## config.mk

```make
export PLATFORM = sky130hd
export DESIGN_NAME = key_chunk_tx
export DESIGN_NICKNAME = d
export VERILOG_FILES = /design/src/rtl/key_chunk_tx.sv
export SDC_FILE = /design/constraint.sdc
export NUM_CORES = 1
export LEC_CHECK = 0
export CAP_MARGIN = 30
export CORE_UTILIZATION = 60
export DETAILED_ROUTE_END_ITERATION = 16
export DONT_BUFFER_PORTS = 1
export GPL_ROUTABILITY_DRIVEN = 0
export PLACE_DENSITY_LB_ADDON = 0.15
export SETUP_SLACK_MARGIN = 0.15
export SLEW_MARGIN = 20
export SYNTH_ARGS = -nofsm -noshare
export SYNTH_HDL_FRONTEND = slang
export SYNTH_SLANG_ARGS = --single-unit
```

## constraint.sdc

```tcl
create_clock -name clk -period 1.9 [get_ports clk]
set_input_delay 0.095 -clock clk [delete_from_list [all_inputs] [get_ports clk]]
set_output_delay 0.095 -clock clk [all_outputs]
set_load 0.005 [all_outputs]
```

## src/rtl/key_chunk_tx.sv

```systemverilog
// key_chunk_tx: sends a KEY_WIDTH-bit key as KEY_WIDTH/CHUNK words, LSB word
// first, each qualified by a one-cycle load_key strobe. Strobes are spaced by
// GAP idle cycles, and done pulses on the cycle after the final strobe.
// Optional feature: define KEYTX_CHECKSUM_EN to append one extra word equal
// to the XOR of all data words. That word is the one flagged by last.
module key_chunk_tx #(
  parameter int KEY_WIDTH = 16,
  parameter int CHUNK     = 4,
  parameter int GAP       = 1
) (
  input  logic                 clk,
  input  logic                 rst_n,
  input  logic                 start,
  input  logic [KEY_WIDTH-1:0] key_in,
  output logic                 busy,
  output logic                 load_key,
  output logic [CHUNK-1:0]     key_data,
  output logic                 last,
  output logic                 done
);

  localparam int N = KEY_WIDTH / CHUNK;
`ifdef KEYTX_CHECKSUM_EN
  localparam int M = N + 1;
`else
  localparam int M = N;
`endif
  localparam int CW = $clog2(M + 1);
  localparam logic [CW-1:0] LAST_IDX = CW'(M - 1);
  localparam logic [3:0]    GAP_LAST = (GAP > 0) ? 4'(GAP - 1) : 4'd0;

  typedef enum logic [1:0] {IDLE, SEND, WAIT, FIN} state_t;

  state_t               state, state_nx;
  logic [KEY_WIDTH-1:0] sr, sr_nx;
  logic [CW-1:0]        cnt, cnt_nx;
  logic [3:0]           gap_cnt, gap_nx;
  logic [CHUNK-1:0]     word_nx;
`ifdef KEYTX_CHECKSUM_EN
  localparam logic [CW-1:0] DATA_END = CW'(N);
  logic [CHUNK-1:0]     csum, csum_nx;
`endif

  // Next-state, shift/count updates and the word to present on the next strobe
  always_comb begin
    state_nx = state;
    sr_nx    = sr;
    cnt_nx   = cnt;
    gap_nx   = gap_cnt;
`ifdef KEYTX_CHECKSUM_EN
    csum_nx  = csum;
`endif
    case (state)
      IDLE: begin
        if (start) begin
          state_nx = SEND;
          sr_nx    = key_in;
          cnt_nx   = '0;
          gap_nx   = '0;
`ifdef KEYTX_CHECKSUM_EN
          csum_nx  = '0;
`endif
        end
      end
      SEND: begin
        sr_nx  = sr >> CHUNK;
        cnt_nx = cnt + CW'(1);
        gap_nx = '0;
`ifdef KEYTX_CHECKSUM_EN
        if (cnt < DATA_END) csum_nx = csum ^ sr[CHUNK-1:0];
`endif
        if (cnt == LAST_IDX) state_nx = FIN;
        else if (GAP > 0)    state_nx = WAIT;
        else                 state_nx = SEND;
      end
      WAIT: begin
        if (gap_cnt == GAP_LAST) begin
          state_nx = SEND;
          gap_nx   = '0;
        end else begin
          gap_nx   = gap_cnt + 4'd1;
        end
      end
      FIN:     state_nx = IDLE;
      default: state_nx = IDLE;
    endcase

    word_nx = sr_nx[CHUNK-1:0];
`ifdef KEYTX_CHECKSUM_EN
    // Once every data word has been consumed the next word is the checksum
    if (cnt_nx == DATA_END) word_nx = csum_nx;
`endif
  end

  // State/datapath registers; outputs registered from the next state so the
  // first strobe lands in the cycle right after acceptance
  always_ff @(posedge clk) begin
    if (!rst_n) begin
      state    <= IDLE;
      sr       <= '0;
      cnt      <= '0;
      gap_cnt  <= '0;
`ifdef KEYTX_CHECKSUM_EN
      csum     <= '0;
`endif
      busy     <= 1'b0;
      load_key <= 1'b0;
      key_data <= '0;
      last     <= 1'b0;
      done     <= 1'b0;
    end else begin
      state    <= state_nx;
      sr       <= sr_nx;
      cnt      <= cnt_nx;
      gap_cnt  <= gap_nx;
`ifdef KEYTX_CHECKSUM_EN
      csum     <= csum_nx;
`endif
      busy     <= (state_nx != IDLE);
      load_key <= (state_nx == SEND);
      key_data <= (state_nx == SEND) ? word_nx : '0;
      last     <= (state_nx == SEND) && (cnt_nx == LAST_IDX);
      done     <= (state_nx == FIN);
    end
  end

endmodule

```

==> results of run 1 <==
-- path summary, 6_finish.rpt --
check / start / end / depth (start not counted) / slack [ns]
setup / recovery: state[0] / gap_cnt[2] / 7 / 0.20
hold / removal: key_in[2] / sr[2] / 3 / 0.05
setup reg to reg: state[0] / gap_cnt[2] / 7 / 0.20
hold reg to reg: gap_cnt[3] / gap_cnt[3] / 2 / 0.52
-- layer usage --
layer | vias to the layer above | wire, µm | part of all wire | track usage
met5 | - | 0 | 0 | 0
met4 | 0 | 25 | 0.0082 | 0.0833
met3 | 4 | 167 | 0.054 | 0.0727
met2 | 44 | 1580 | 0.51 | 0.444
met1 | 581 | 1300 | 0.42 | 0.306
li1 | 586 | - | - | -
-- per-stage QoR --
| stage | total power [mW] | util |
|---|---|---|
| CTS | 1.51 | 0.753 |
| floorplan | 1.04 | - |
| global placement | 1.11 | 0.667 |
| global route | 1.62 | 0.774 |
| finish | 1.54 | 0.774 |
| detailed placement | 1.12 | 0.667 |
-- cell type report --
type                       instances  area, µm²  area share
multi-input combinational        101        726       0.420
sequential                        33        666       0.385
timing repair buffer              24        220       0.127
clock buffer                       6       41.3      0.0239
tap                               28       35.0      0.0203
inverter                           8       30.0      0.0174
clock inverter                     2       10.0     0.00579
-- logic make-up (layout without fill, tap and decap cells) --
| family | after synthesis | in the layout | share of synthesized area |
|---|---|---|---|
| AND/OR/NAND/NOR | 52 | 52 | 0.177 |
| AO/OA/AOI/OAI | 35 | 35 | 0.202 |
| adder cells (fa/ha/maj) | 7 | 7 | 0.0613 |
| buffers and inverters | 16 | 40 | 0.0447 |
| flip-flops | 33 | 33 | 0.462 |
| multiplexers | 7 | 7 | 0.0525 |
-- power groups by stage --
stage	Clock (mW)	Sequential, mW	Combinational (mW)
after floorplan	0	0.796	0.239
after global placement	0	0.805	0.308
after detailed placement	0	0.809	0.315
after CTS	0.377	0.794	0.344
after global routing	0.405	0.802	0.409
final	0.374	0.795	0.371
-- cell usage in the layout, fill, tap and decap left out, drive strengths merged, types with 4 or more instances in the layout --
cell type and instances:
dfxtp 33, a222oi 8, mux2 4, inv 8, nor2 29, nand2 4
clkbuf 6, nand3 5, a22oi 5, buf 11, a21oi 8, a22o 4
dlygate4sd3 13, nor2b 4, ha 7
-- repair_timing --
action	4_1_cts	5_1_grt
cloned	0	0
hold buffers	13	0
pin swaps	1	8
gates resized for setup	3	11
setup buffers	0	3
hold endpoints to repair	13	0
endpoints found under the setup margin	3	17
-- state kept, by name (all words and copies together) (netlist names) --
register / flops
load_key: 1
cnt: 3
last: 1
gap_cnt: 4
key_data: 4
state: 2
busy: 1
done: 1
sr: 16
-- critical path: stages (launching register included) --
cell and delay [ns]:
dfxtp_2 0.37, inv_1 0.08, ha_2 0.19, buf_4 0.15
mux2i_1 0.13, nand3b_1 0.20, or3b_4 0.40, a21oi_2 0.13
==> impl_metrics.ini, run 1 <==
[route]
vias_per_cell = 6.01
vias = 1215
drc = 0
wl_um = 3070
drtPass1Iterations = 6
wl_per_cell_um = 15.2
ant_nets = 0
drt_iter0_markers = 64

[sta]
hold_violations = 0
slew_viol_final = 0
final.setup.tns_ns = 0
setup_slack_ns = 0.202
worstMarginPinSlew_ns = 0.745
min_period_ns = 1.70
finClkSkew_ns = 0.0143
rsz0062_at_grt = yes
setup_viol = 0
worst_hold_slack_ns = 0.0529
finalCritPeriodShare = 0.894
worst_slew_margin_rel = 0.503
max_freq_mhz = 589

[power_and_ir_drop]
p_seq_frac = 0.516
switching_share = 0.303
p_comb_frac = 0.241
p_leak_nw = 0.707
clockPowerShare = 0.243
internal_power_mw = 1.07
ir_drop_mv = 0.784
power_density_nw_per_um2 = 891
switching_power_uw = 466

[worst_setup_path]
crit_type = register to register
path_max_fanout = 4
critPathArrivalTime_ns = 1.96
start_kind = register
required_ns = 2.16
worstSetupEndpointType = register

[grt]
grt_max_degree = 25
globalRouteOverflowTotal = 0
grt_pass1_vias = 1089
antenna_found_initial = 0
grt_use_total = 0.258
grt_pass1_wl_um = 4840

[finish]
area_growth_pct = 20.9
nFillCells = 161
instances_no_fill = 202
layout-drive-gt1-share = 0.207
num_antenna_cells = 0
fin_area_um2 = 1730
nNetsFinal = 199

[synth]
yosys_most_used_dff = dfxtp_1
synth_area_um2 = 1430
yosysMostFrequentCell = dfxtp_1
synth_edf_count = 0
netlist.top_cell.by_area = dfxtp_1
synth_commonest_cells = dfxtp_1 (33), nor2_1 (29), a21oi_1 (8), a222oi_1 (8)
yosys.area.top_type_share = 0.462
synth.distinct_cells = 31
syn_nets = 176
synth.avg_cell_area_um2 = 9.53
synthArstFlopShare = 0
synth.area.top_cells = dfxtp_1 (46%), nor2_1 (7.6%), ha_1 (6.1%)
ys_seq_area_frac = 0.462
ys_warn_count = 0
synth_seq_cells = 33
syn_inst = 150

[floorplanning]
pin_count = 27
die_h_um = 50.8
core-area_um2 = 2230
initial_core_util = 0.640
core.rowCount = 17
die_w_um = 50.8
dieArea_um2 = 2580

[run_status]
status = finished, final reports clean

[min_path]
hold_path_class = input pin to register

[placement]
placed_cells = 178
dpl_cell_area_um2 = 1490
hpwl_um = 1910
dp_slack_ns = 0.149
io_buffers = 0

[run]
maxCapViolations = 0

[clock_tree]
h-tree-depth = 2
clk_latency_ns = 0.33
clockBufferDepth = 2
cts_buffers = 5
cts.clk_slew.worst_paths_ns = 0.11
clock_sinks = 33
root_buffer = clkbuf_4
cts_tree = yes
(Power assumes the default switching activity.)
==> inputs of run 2 (changes only) <==
--- a/config.mk
+++ b/config.mk
@@ -11,6 +11,7 @@
 export DONT_BUFFER_PORTS = 1
 export GPL_ROUTABILITY_DRIVEN = 0
 export PLACE_DENSITY_LB_ADDON = 0.15
+export RECOVER_POWER = 50
 export SETUP_SLACK_MARGIN = 0.15
 export SLEW_MARGIN = 20
 export SYNTH_ARGS = -nofsm -noshare
==> run 2 against run 1 <==
  * Register-to-register slack worse by 0.05 ns
  * Design area down 0.58%
  * Cell count unchanged
  * Core utilization down 0.45 points
  * Wire length about the same
  * Hold slack better by 0.0048 ns
  * Global-route usage unchanged
  * Die area unchanged
  * Sequential share of layout area up 0.22 points
  * First-iteration DRC count unchanged
==> impl_metrics.ini, run 2 (same netlist as run 1, synthesis figures left out) <==
[floorplanning]
core.rowCount = 17
initial_core_util = 0.640
core-area_um2 = 2230
pin_count = 27
die_w_um = 50.8
die_h_um = 50.8
dieArea_um2 = 2580

[finish]
fin_area_um2 = 1720
nNetsFinal = 199
final_cell_mix = nor2_1 (29), dfxtp_1 (29), dlygate4sd3_1 (13)
instances_no_fill = 202
layout-drive-gt1-share = 0.190
num_antenna_cells = 0
largest_register = sr
largest_reg_flops = 16
area_growth_pct = 20.2
largest_registers = sr x16, gap_cnt x4, key_data x4

[clock_tree]
cts_buffers = 5
cts_tree = yes
clockBufferDepth = 2
clock_sinks = 33
cts.clk_slew.worst_paths_ns = 0.10
h-tree-depth = 2
clk_latency_ns = 0.33
root_buffer = clkbuf_4

[power_and_ir_drop]
p_leak_nw = 0.701
switching_share = 0.303
ir_drop_mv = 0.773
switching_power_uw = 464
p_seq_frac = 0.520
p_comb_frac = 0.238
clockPowerShare = 0.242
power_density_nw_per_um2 = 890
internal_power_mw = 1.07

[route]
drt_iter0_markers = 64
wl_per_cell_um = 15.2
vias_per_cell = 6.00
wl_um = 3060
drc = 0
drtPass1Iterations = 6
ant_nets = 0
vias = 1213

[worst_setup_path]
crit_type = register to register
critPathSlowestCell = or3b_4
critPathArrivalTime_ns = 2.00
path_max_fanout = 4
required_ns = 2.16
crit_chain = inv_1, ha_1, buf_4, mux2i_1, nand3b_1, or3b_4, a21oi_2
start_kind = register
max_stage_delay_ns = 0.40
worstSetupEndpointType = register

[sta]
finClkSkew_ns = 0.0103
worst_hold_slack_ns = 0.0577
final.setup.tns_ns = 0
hold_violations = 0
max_freq_mhz = 573
rsz0062_at_grt = yes
worst_slew_margin_rel = 0.497
finalCritPeriodShare = 0.918
worstMarginPinSlew_ns = 0.754
min_period_ns = 1.74
setup_viol = 0
slew_viol_final = 0
setup_slack_ns = 0.155

[grt]
grt_pass1_vias = 1089
grt_max_degree = 25
grt_pass1_wl_um = 4840
grt_use_total = 0.258
globalRouteOverflowTotal = 0
antenna_found_initial = 0

[min_path]
hold_path_class = input pin to register

[placement]
dp_slack_ns = 0.149
dpl_cell_area_um2 = 1490
hpwl_um = 1910
placed_cells = 178
io_buffers = 0

[run_status]
status = finished, final reports clean

[run]
maxCapViolations = 0
[run 2: changes by cell type in the layout (fill, tap and decap cells not counted)]
cell	change
clkbuf_1	+2
ha_2	-1
ha_1	+1
buf_4	-2
[run 2: power by group through the flow]
stage / registers [mW] / clock network [mW] / logic (mW)
5_1_grt: 0.802 / 0.405 / 0.400
3_5_place_dp: 0.809 / 0 / 0.315
2_1_floorplan: 0.796 / 0 / 0.239
4_1_cts: 0.794 / 0.377 / 0.344
6_report: 0.795 / 0.371 / 0.364
3_3_place_gp: 0.805 / 0 / 0.308
[run 2: what timing repair did]
item / CTS / global route
endpoints found under the setup margin: 3 / 17
pin swaps: 1 / 8
buffers inserted: 0 / 3
gates resized for setup: 3 / 11
cloned: 0 / 0
endpoints found under the hold margin: 13 / 0
hold buffers: 13 / 0
[run 2: path summary, 6_finish.rpt]
path                 to  startpoint  depth (start not counted)  slack (ns)
min reg2reg  gap_cnt[3]  gap_cnt[3]                          2        0.52
min               sr[2]   key_in[2]                          3        0.06
max reg2reg  gap_cnt[2]    state[0]                          7        0.16
max          gap_cnt[2]    state[0]                          7        0.16
[run 2: layer usage]
layer | GRT usage | part of all wire | vias up | wire length [µm]
li1 | - | - | 586 | -
met1 | 0.306 | 0.42 | 577 | 1290
met2 | 0.444 | 0.52 | 46 | 1590
met3 | 0.0727 | 0.053 | 4 | 163
met4 | 0.0833 | 0.0082 | 0 | 25
met5 | 0 | 0 | - | 0
[run 2: stage by stage]
step                       util  power (mW)
after detailed placement  0.667        1.12
after CTS                 0.753        1.51
after floorplan               -        1.04
after global placement    0.667        1.11
final                     0.769        1.53
after global routing      0.769        1.61
[run 2: cell type report]
type	count	area (µm²)
Clock buffer	6	41.3
Sequential cell	33	666
Fill cell	165	515
Inverter	8	30.0
Tap cell	28	35.0
Multi-Input combinational cell	101	723
Timing Repair Buffer	24	213
Clock inverter	2	10.0
[run 2: worst max-delay path, delay by kind of cell (launching register included)]
family | cells | cell delay [ns]
DFF | 1 | 0.37
adders and majority gates | 1 | 0.22
muxes | 1 | 0.13
buffers and inverters | 2 | 0.24
and+or+nand+nor | 2 | 0.60
AOI/OAI and AO/OA | 1 | 0.13
